`src/rtl/player_sprite_renderer.sv`:
```
`default_nettype none
// +-----------------------------------------------------------------------------+
// | player_sprite_renderer: beam hit test, sprite RAM addressing, colour key,   |
// | player life FSM. Optional horizontal mirror via macro PLAYER_HFLIP_EN.      |
// | Revision: 1.0                                                               |
// +-----------------------------------------------------------------------------+
module player_sprite_renderer #(
    parameter int          SPRITE_W     = 48,
    parameter int          SPRITE_H     = 30,
    parameter logic [23:0] TRANSP_KEY   = 24'hFF00FF,
    parameter logic [7:0]  BLINK_FRAMES = 8'd60
) (
    input  logic        Clk,
    input  logic        Reset_n,
    input  logic        frame_start,
    input  logic [9:0]  DrawX,
    input  logic [9:0]  DrawY,
    input  logic [9:0]  PlayerX,
    input  logic [9:0]  PlayerY,
    input  logic        hit,
    input  logic        respawn,
`ifdef PLAYER_HFLIP_EN
    input  logic        flip_h,
`endif
    output logic [18:0] read_address,
    input  logic [23:0] sprite_data,
    output logic        pixel_valid,
    output logic [23:0] pixel_rgb,
    output logic        player_alive
);

    localparam logic [18:0] W_19 = 19'(SPRITE_W);

    typedef enum logic [1:0] {
        ALIVE = 2'd0,
        BLINK = 2'd1,
        DEAD  = 2'd2
    } life_t;

    life_t       state;
    logic [7:0]  cnt;
    logic        visible;
    logic [9:0]  col;
    logic [9:0]  row;
    logic [9:0]  col_eff;
    logic        in_box;
    logic        v1;
    logic        v2;
    logic        opaque;

    assign col = DrawX - PlayerX;
    assign row = DrawY - PlayerY;

    // Bounds widened to 11 bits so a box at the screen edge never wraps to 0.
    assign in_box = ({1'b0, DrawX} >= {1'b0, PlayerX})
                 && ({1'b0, DrawX} <  ({1'b0, PlayerX} + 11'(SPRITE_W)))
                 && ({1'b0, DrawY} >= {1'b0, PlayerY})
                 && ({1'b0, DrawY} <  ({1'b0, PlayerY} + 11'(SPRITE_H)));

`ifdef PLAYER_HFLIP_EN
    logic flip_q;

    // Latched once per frame so the mirror never changes mid-frame.
    always_ff @(posedge Clk) begin
        if (!Reset_n) begin
            flip_q <= 1'b0;
        end else if (frame_start) begin
            flip_q <= flip_h;
        end
    end

    assign col_eff = flip_q ? (10'(SPRITE_W - 1) - col) : col;
`else
    assign col_eff = col;
`endif

    assign visible = (state == ALIVE) || ((state == BLINK) && cnt[2]);
    assign opaque  = v2 && (sprite_data != TRANSP_KEY);

    always_ff @(posedge Clk) begin
        if (!Reset_n) begin
            read_address <= 19'd0;
            v1           <= 1'b0;
            v2           <= 1'b0;
            pixel_valid  <= 1'b0;
            pixel_rgb    <= 24'd0;
        end else begin
            read_address <= in_box ? ({9'd0, row} * W_19 + {9'd0, col_eff}) : 19'd0;
            v1           <= in_box && visible;
            v2           <= v1;
            pixel_valid  <= opaque;
            pixel_rgb    <= opaque ? sprite_data : 24'd0;
        end
    end

    always_ff @(posedge Clk) begin
        if (!Reset_n) begin
            state        <= ALIVE;
            cnt          <= 8'd0;
            player_alive <= 1'b1;
        end else begin
            case (state)
                ALIVE: begin
                    if (hit) begin
                        state <= BLINK;
                        cnt   <= BLINK_FRAMES;
                    end
                end
                BLINK: begin
                    if (frame_start) begin
                        if (cnt == 8'd1) begin
                            state        <= DEAD;
                            cnt          <= 8'd0;
                            player_alive <= 1'b0;
                        end else begin
                            cnt <= cnt - 8'd1;
                        end
                    end
                end
                DEAD: begin
                    if (respawn) begin
                        state        <= ALIVE;
                        player_alive <= 1'b1;
                    end
                end
                default: begin
                    state        <= ALIVE;
                    cnt          <= 8'd0;
                    player_alive <= 1'b1;
                end
            endcase
        end
    end

endmodule
`default_nettype wire

```
`config.mk`:
```
export PLATFORM = sky130hd
export DESIGN_NAME = player_sprite_renderer
export DESIGN_NICKNAME = d
export VERILOG_FILES = /design/src/rtl/player_sprite_renderer.sv
export SDC_FILE = /design/constraint.sdc
export NUM_CORES = 1
export LEC_CHECK = 0
export CORE_ASPECT_RATIO = 0.5
export CORE_MARGIN = 2
export CORE_UTILIZATION = 49
export DETAILED_ROUTE_END_ITERATION = 12
export GPL_TIMING_DRIVEN = 0
export PLACE_DENSITY = 0.81
export RECOVER_POWER = 50
export SKIP_LAST_GASP = 1
export SYNTH_ARGS = -nofsm -noshare
export SYNTH_HDL_FRONTEND = slang
export SYNTH_SLANG_ARGS = --single-unit
```
`constraint.sdc`:
```
create_clock -name Clk -period 5.45 [get_ports Clk]
set_input_delay 1.09 -clock Clk [delete_from_list [all_inputs] [get_ports Clk]]
set_output_delay 1.09 -clock Clk [all_outputs]
set_load 0.1 [all_outputs]
```
==> results of run 1 <==
-- report_power, final --
part	leakage (nW)	switching [mW]	internal (mW)	total [mW]
logic	1.98	0.510	0.392	0.903
registers	0.445	0.00985	0.416	0.425
clock network	0.0731	0.142	0.184	0.325
-- sequential cells by signal, indices dropped and copies added, names as in the netlist --
register and cells:
pixel_rgb 24, state 2, cnt 8, v2 1
read_address 17, player_alive 1, pixel_valid 1, v1 1
-- synthesized netlist by cell type (2+ instances only) --
master / n
ha_1: 56
dfxtp_1: 55
inv_1: 38
nor2_1: 34
and2_1: 29
o21ai_0: 28
a21oi_1: 25
xnor2_1: 23
nand2_1: 20
a21o_1: 14
nor2b_1: 14
xor2_1: 12
nand2b_1: 11
nor3_1: 11
nand3_1: 9
o21a_1: 9
nand4_1: 8
clkbuf_1: 7
o21ai_1: 6
nor4_1: 5
a31oi_1: 4
fa_1: 4
o31a_1: 4
a21boi_0: 3
a22oi_1: 3
buf_2: 3
o21bai_1: 3
a2111oi_0: 2
a2111oi_2: 2
a211oi_1: 2
a21boi_1: 2
and3_1: 2
buf_4: 2
nor3b_1: 2
o211ai_1: 2
o21ba_1: 2
o311ai_0: 2
o31ai_1: 2
-- routing by layer --
metal	up-vias	part of all wire, %
met5	-	0
met4	0	1.2
met3	14	4.8
met2	92	50
met1	1747	44
li1	1969	-
-- area by class of cell --
cell class                 count  area, um2  area share (%)
timing repair buffer         111       1111           19.76
inverter                      40      150.1           2.671
sequential                    55       1101           19.59
clock inverter                 2      16.27          0.2893
clock buffer                   6      138.9           2.471
tap                          112      140.1           2.493
multi-input combinational    383       2908           51.72
buffer                        12      56.30           1.002
-- cell families after synthesis --
kind of cell / count (synthesis)
fa+ha+maj: 60
compound gates: 126
other cells: 1
simple gates: 158
flops: 55
buf+inv: 52
xor+xnor: 37
-- metrics by stage --
stage / utilization [%] / hold WS [ns] / total power [mW]
after detailed placement: 66.89 / 0.4224 / 1.331
after CTS: 68.78 / 0.4494 / 1.660
final: 68.78 / 0.4427 / 1.654
after floorplan: - / 0.4119 / 1.143
after global routing: 68.78 / 0.4628 / 1.772
after global placement: 66.89 / 0.4184 / 1.303
-- path summary, 6_finish.rpt --
kind / slack [ns] / end / start
worst min register to register: 0.44 / v2 / v1
worst max-delay path: 0.75 / read_address[15] / PlayerY[1]
worst max register to register: 3.57 / state[1] / cnt[2]
worst min-delay path: 0.44 / v2 / v1
-- worst max-delay path, stage by stage --
cell             delay, ns
clkdlybuf4s50_1       0.56
inv_1                 0.09
ha_1                  0.32
nor2b_1               0.16
o21ba_1               0.19
or2_4                 0.28
a21o_1                0.18
a21oi_1               0.17
xnor2_1               0.11
ha_1                  0.39
inv_1                 0.12
a2111oi_2             0.33
nand4b_2              0.22
nand2_4               0.08
nor4b_2               0.28
a21oi_1               0.10
o21ba_1               0.20
==> impl_metrics.toml, run 1 <==
[timing]
rsz0062_at_grt = "false"
hold_viol = 0
setup_ws_ns = 0.7505
setup_viol = 0
slew_viol_final = 0
slew_headroom_pct = 32.39
fin_worst_skew_ns = 0.004821
fin_crit_ns = 4.699
final.setup.tns_ns = 0
max_freq_mhz = 212.8
fin_crit_sh_pct = 86.23
tightestPinTransition_ns = 1.011

[floorplanning]
fp.dieW_um = 135.1
ios = 114
fp.dieH_um = 69.56
coreArea_um2 = 8173
start_util_pct = 51.53
rows = 23
dieArea_um2 = 9398

[clock_tree]
root_buffer = "clkbuf_16"
clockBufferDepth = 2
worstSkewPairLatency_ns = 0.29
cts_setup_buffers = 0
cts_tree = "built"
numCtsBuffers = 5
holdBufCountCts = 0
clock-sinks = 55
htree_levels = 2
path_clk_slew_ns = 0.07
cts_resized = 0

[place]
dp_hpwl_um = 7848
place_congestion = 0.8616
preCtsSetupSlack_ns = 0.4445
place_inst = 713
io_buffers = 111
placed_area_um2 = 5466

[yosys]
synth_top_family_by_area = "compound AO/OA/AOI/OAI gates"
syn_area_um2 = 4212
synth_top_area_share_pct = 26.14
synthCells = 489
yosysTopAreaCell = "dfxtp_1"
ys_seq_area_share_pct = 26.14
synth_ff_type = "dfxtp_1"
synthMuxAreaShare_pct = 0
synth-xor-area-share_pct = 8.051
synth-edff-count = 0
synth.area.top_cells = "dfxtp_1 26%, ha_1 17%, xnor2_1 4.8%"
synthArstFlopShare_pct = 0
synth_warnings = 0
synth-compound-area-share_pct = 21.15
synth-seq-cells = 55
yosys.area_share.simple_pct = 21.12
avgSynthCellArea_um2 = 8.613
synth_fa_ha_area_share_pct = 18.54
synth_cell_types = 67

[cells_and_area]
drive_gt1_share_pct = 5.090
synthToLayoutAreaGrowth_pct = 33.48
layoutNonFillerInstCount = 721
final_common_cell = "clkdlybuf4s50_1"
diodes = 0
fill_cells = 678
final_cell_area_um2 = 5622
final_nets = 737
final_cell_mix = "76 x clkdlybuf4s50_1, 56 x ha_1, 55 x dfxtp_1, 38 x inv_1, 35 x dlygate4sd3_1"

[global_routing]
grt-ovfl-total = 0
grt_use_met1_pct = 25.62
track_usage_pct = 20.95
grt_max_degree = 18
use_met2_pct = 38.86
grt_pass1_wl_um = 16380
antenna_found_initial = 0
use_met3_pct = 2.924
grt_pass1_vias = 3681
top_usage_layer = "met2"

[worst_setup_path]
worstPathMaxFanout = 7
startpoint_type = "input port"
worstSetupPathType = "in -> reg"
worstPathRequired_ns = 5.63
end_kind = "register"
arrival_ns = 4.88
reg2reg_depth = 6

[power_and_ir_drop]
peakVddDrop_uv = 149.7
p_leak_nw = 2.501
power_density_nw_per_um2 = 294.1

[routing]
drt-pass1-iter-count = 5
ant_nets = 0
wirelength_um = 9565
via_count = 3822
drc_errors = 0
post_drt_via_cell_ratio = 5.301
drtIter0Drc = 228
wire_per_inst_um = 13.27

[outcome]
status = "finished, final reports clean"

[flow_run]
max_cap_violations = 0

[hold_path]
hold_path.class = "reg -> reg"
holdPathStages = 1
(Power assumes the default switching activity.)
==> run 2: changes to the inputs <==
--- a/config.mk
+++ b/config.mk
@@ -12,6 +12,7 @@
 export GPL_TIMING_DRIVEN = 0
 export PLACE_DENSITY = 0.81
 export RECOVER_POWER = 50
+export REMOVE_ABC_BUFFERS = 1
 export SKIP_LAST_GASP = 1
 export SYNTH_ARGS = -nofsm -noshare
 export SYNTH_HDL_FRONTEND = slang
==> run 2 against run 1 <==
Compared with the run above: critical path depth unchanged; non-clock buffer count decreased by 11; sequential power about the same; flip-flop and latch count unchanged; first-iteration DRC count decreased by 13%; core utilization decreased by 0.51 points; worst hold slack got worse by 0.0010 ns; wire length decreased by 5.3%; total power increased by 0.34%; global-route usage decreased by 1.6 points.
==> impl_metrics.toml, run 2 (synthesis gave the netlist of run 1 again) <==
[timing]
fin_worst_skew_ns = 0.001445
fin_crit_ns = 4.703
setup_ws_ns = 0.7467
max_freq_mhz = 212.6
hold_viol = 0
setup_viol = 0
slew_viol_final = 0
final.setup.tns_ns = 0
tightestPinTransition_ns = 1.010
fin_crit_sh_pct = 86.30
rsz0062_at_grt = "false"
slew_headroom_pct = 32.47

[power_and_ir_drop]
peakVddDrop_uv = 171.3
p_leak_nw = 2.495
power_density_nw_per_um2 = 297.3

[global_routing]
antenna_found_initial = 0
grt_pass1_vias = 3493
grt-ovfl-total = 0
grt_pass1_wl_um = 15220
grt_max_degree = 19
track_usage_pct = 19.36

[place]
preCtsSetupSlack_ns = 0.4433
dp_hpwl_um = 7402
place_congestion = 0.8248
place_inst = 702
io_buffers = 111

[cells_and_area]
fill_cells = 657
final_nets = 726
drive_gt1_share_pct = 4.188
layoutNonFillerInstCount = 709
largest_register_ffs = 24
final_common_cell = "clkdlybuf4s50_1"
diodes = 0
reg.largest.list = "pixel_rgb x24, read_address x17, cnt x8"
top_register = "pixel_rgb"
final_cell_mix = "72 x clkdlybuf4s50_1, 56 x ha_1, 55 x dfxtp_1, 39 x dlygate4sd3_1, 38 x inv_1"
synthToLayoutAreaGrowth_pct = 32.50

[floorplanning]
fp.dieH_um = 69.56
fp.dieW_um = 135.1
ios = 114
dieArea_um2 = 9398
rows = 23
start_util_pct = 51.53
coreArea_um2 = 8173

[worst_setup_path]
cp-startpoint = "PlayerY[2]"
crit_end = "read_address[15]"
crit_top_cell = "nand2b_1"
arrival_ns = 4.88
crit_path_top_delay_cell = "clkdlybuf4s50_1"
crit_chain = "clkdlybuf4s50_1 > inv_1 > ha_1 > nor2b_1 > o31ai_1 > nand2b_1 > o21ai_0 > nand2b_1 > a21o_1 > xor2_1 > ha_1 > nand2b_1 > a2111oi_2 > nor3_2 > nor4b_2 > a21oi_1 > o21ba_1"
worstPathRequired_ns = 5.62
end_kind = "register"
reg2reg_slack_ns = 3.46
reg2reg_to = "cnt[4]"
r2r_start = "cnt[2]"
worstSetupPathType = "in -> reg"
reg2reg_depth = 6
startpoint_type = "input port"
worstPathMaxFanout = 6
slowest_delay_ns = 0.47

[clock_tree]
htree_levels = 2
numCtsBuffers = 5
worstSkewPairLatency_ns = 0.28
root_buffer = "clkbuf_16"
clock-sinks = 55
holdBufCountCts = 0
cts_tree = "built"
path_clk_slew_ns = 0.07
clockBufferDepth = 2
cts_resized = 0
cts_setup_buffers = 0

[outcome]
status = "finished, final reports clean"

[routing]
post_drt_via_cell_ratio = 5.182
ant_nets = 0
wl_met2_um = 4447
via_count = 3674
drt-pass1-iter-count = 4
wire_per_inst_um = 12.77
drc_errors = 0
drtIter0Drc = 199
wl_met3_um = 405
wirelength_um = 9055
top_layer = "met4"
routedLengthMet1_um = 4101

[hold_path]
hold_path.class = "reg -> reg"
hold_start = "v1"

[flow_run]
max_cap_violations = 0
[run 2: cell types whose count changed in the layout (fill, tap and decap cells not counted), sizes merged]
cell,change
dlygate4sd3,+4
clkdlybuf4s50,-4
buf,-4
clkbuf,-8
bufinv,+1
clkinv,-1
[run 2: worst max-delay path, delay by kind of cell]
family	cells	cell delay, ns
fa+ha+maj	2	0.73
simple gates	6	0.96
xor+xnor	1	0.18
compound gates	6	1.39
buf+inv	2	0.53
[run 2: worst min path at each step]
stage,end,slack [ns],cells after the start
6_report,v2,0.44,1
5_1_grt,v2,0.46,1
4_1_cts,v2,0.44,1
3_5_place_dp,v2,0.42,1
3_3_place_gp,v2,0.42,1
2_1_floorplan,v2,0.41,1
[run 2: power by group]
| group | switching [mW] | internal [mW] | leakage [nW] | total (mW) |
|---|---|---|---|---|
| clock network | 0.131 | 0.214 | 0.0759 | 0.345 |
| logic | 0.496 | 0.389 | 1.97 | 0.885 |
| registers | 0.0127 | 0.416 | 0.445 | 0.428 |
[run 2: per-layer routing]
layer	vias up	global-route usage (%)
li1	1931	-
met1	1658	23.90
met2	74	35.36
met3	11	3.363
met4	0	4.167
met5	-	0
[run 2: area by class of cell]
cell class	instances	area (um2)	share of cell area [%]
multi-input cells	383	2908	52.11
repair buffers	112	1119	20.04
flip-flops and latches	55	1101	19.73
inverters	40	150.1	2.691
well taps	112	140.1	2.511
clock buffers	5	125.1	2.242
clock inverters	2	37.54	0.6726
[run 2: metrics by stage]
| step | hold WS [ns] | instance area, um2 | utilization (%) | power (mW) |
|---|---|---|---|---|
| after floorplan | 0.4118 | 4159 | - | 1.138 |
| after detailed placement | 0.4249 | 5418 | 66.29 | 1.323 |
| after global routing | 0.4627 | 5580 | 68.28 | 1.782 |
| after global placement | 0.4158 | 5410 | 66.20 | 1.296 |
| after CTS | 0.4430 | 5580 | 68.28 | 1.674 |
| final | 0.4417 | 5580 | 68.28 | 1.659 |
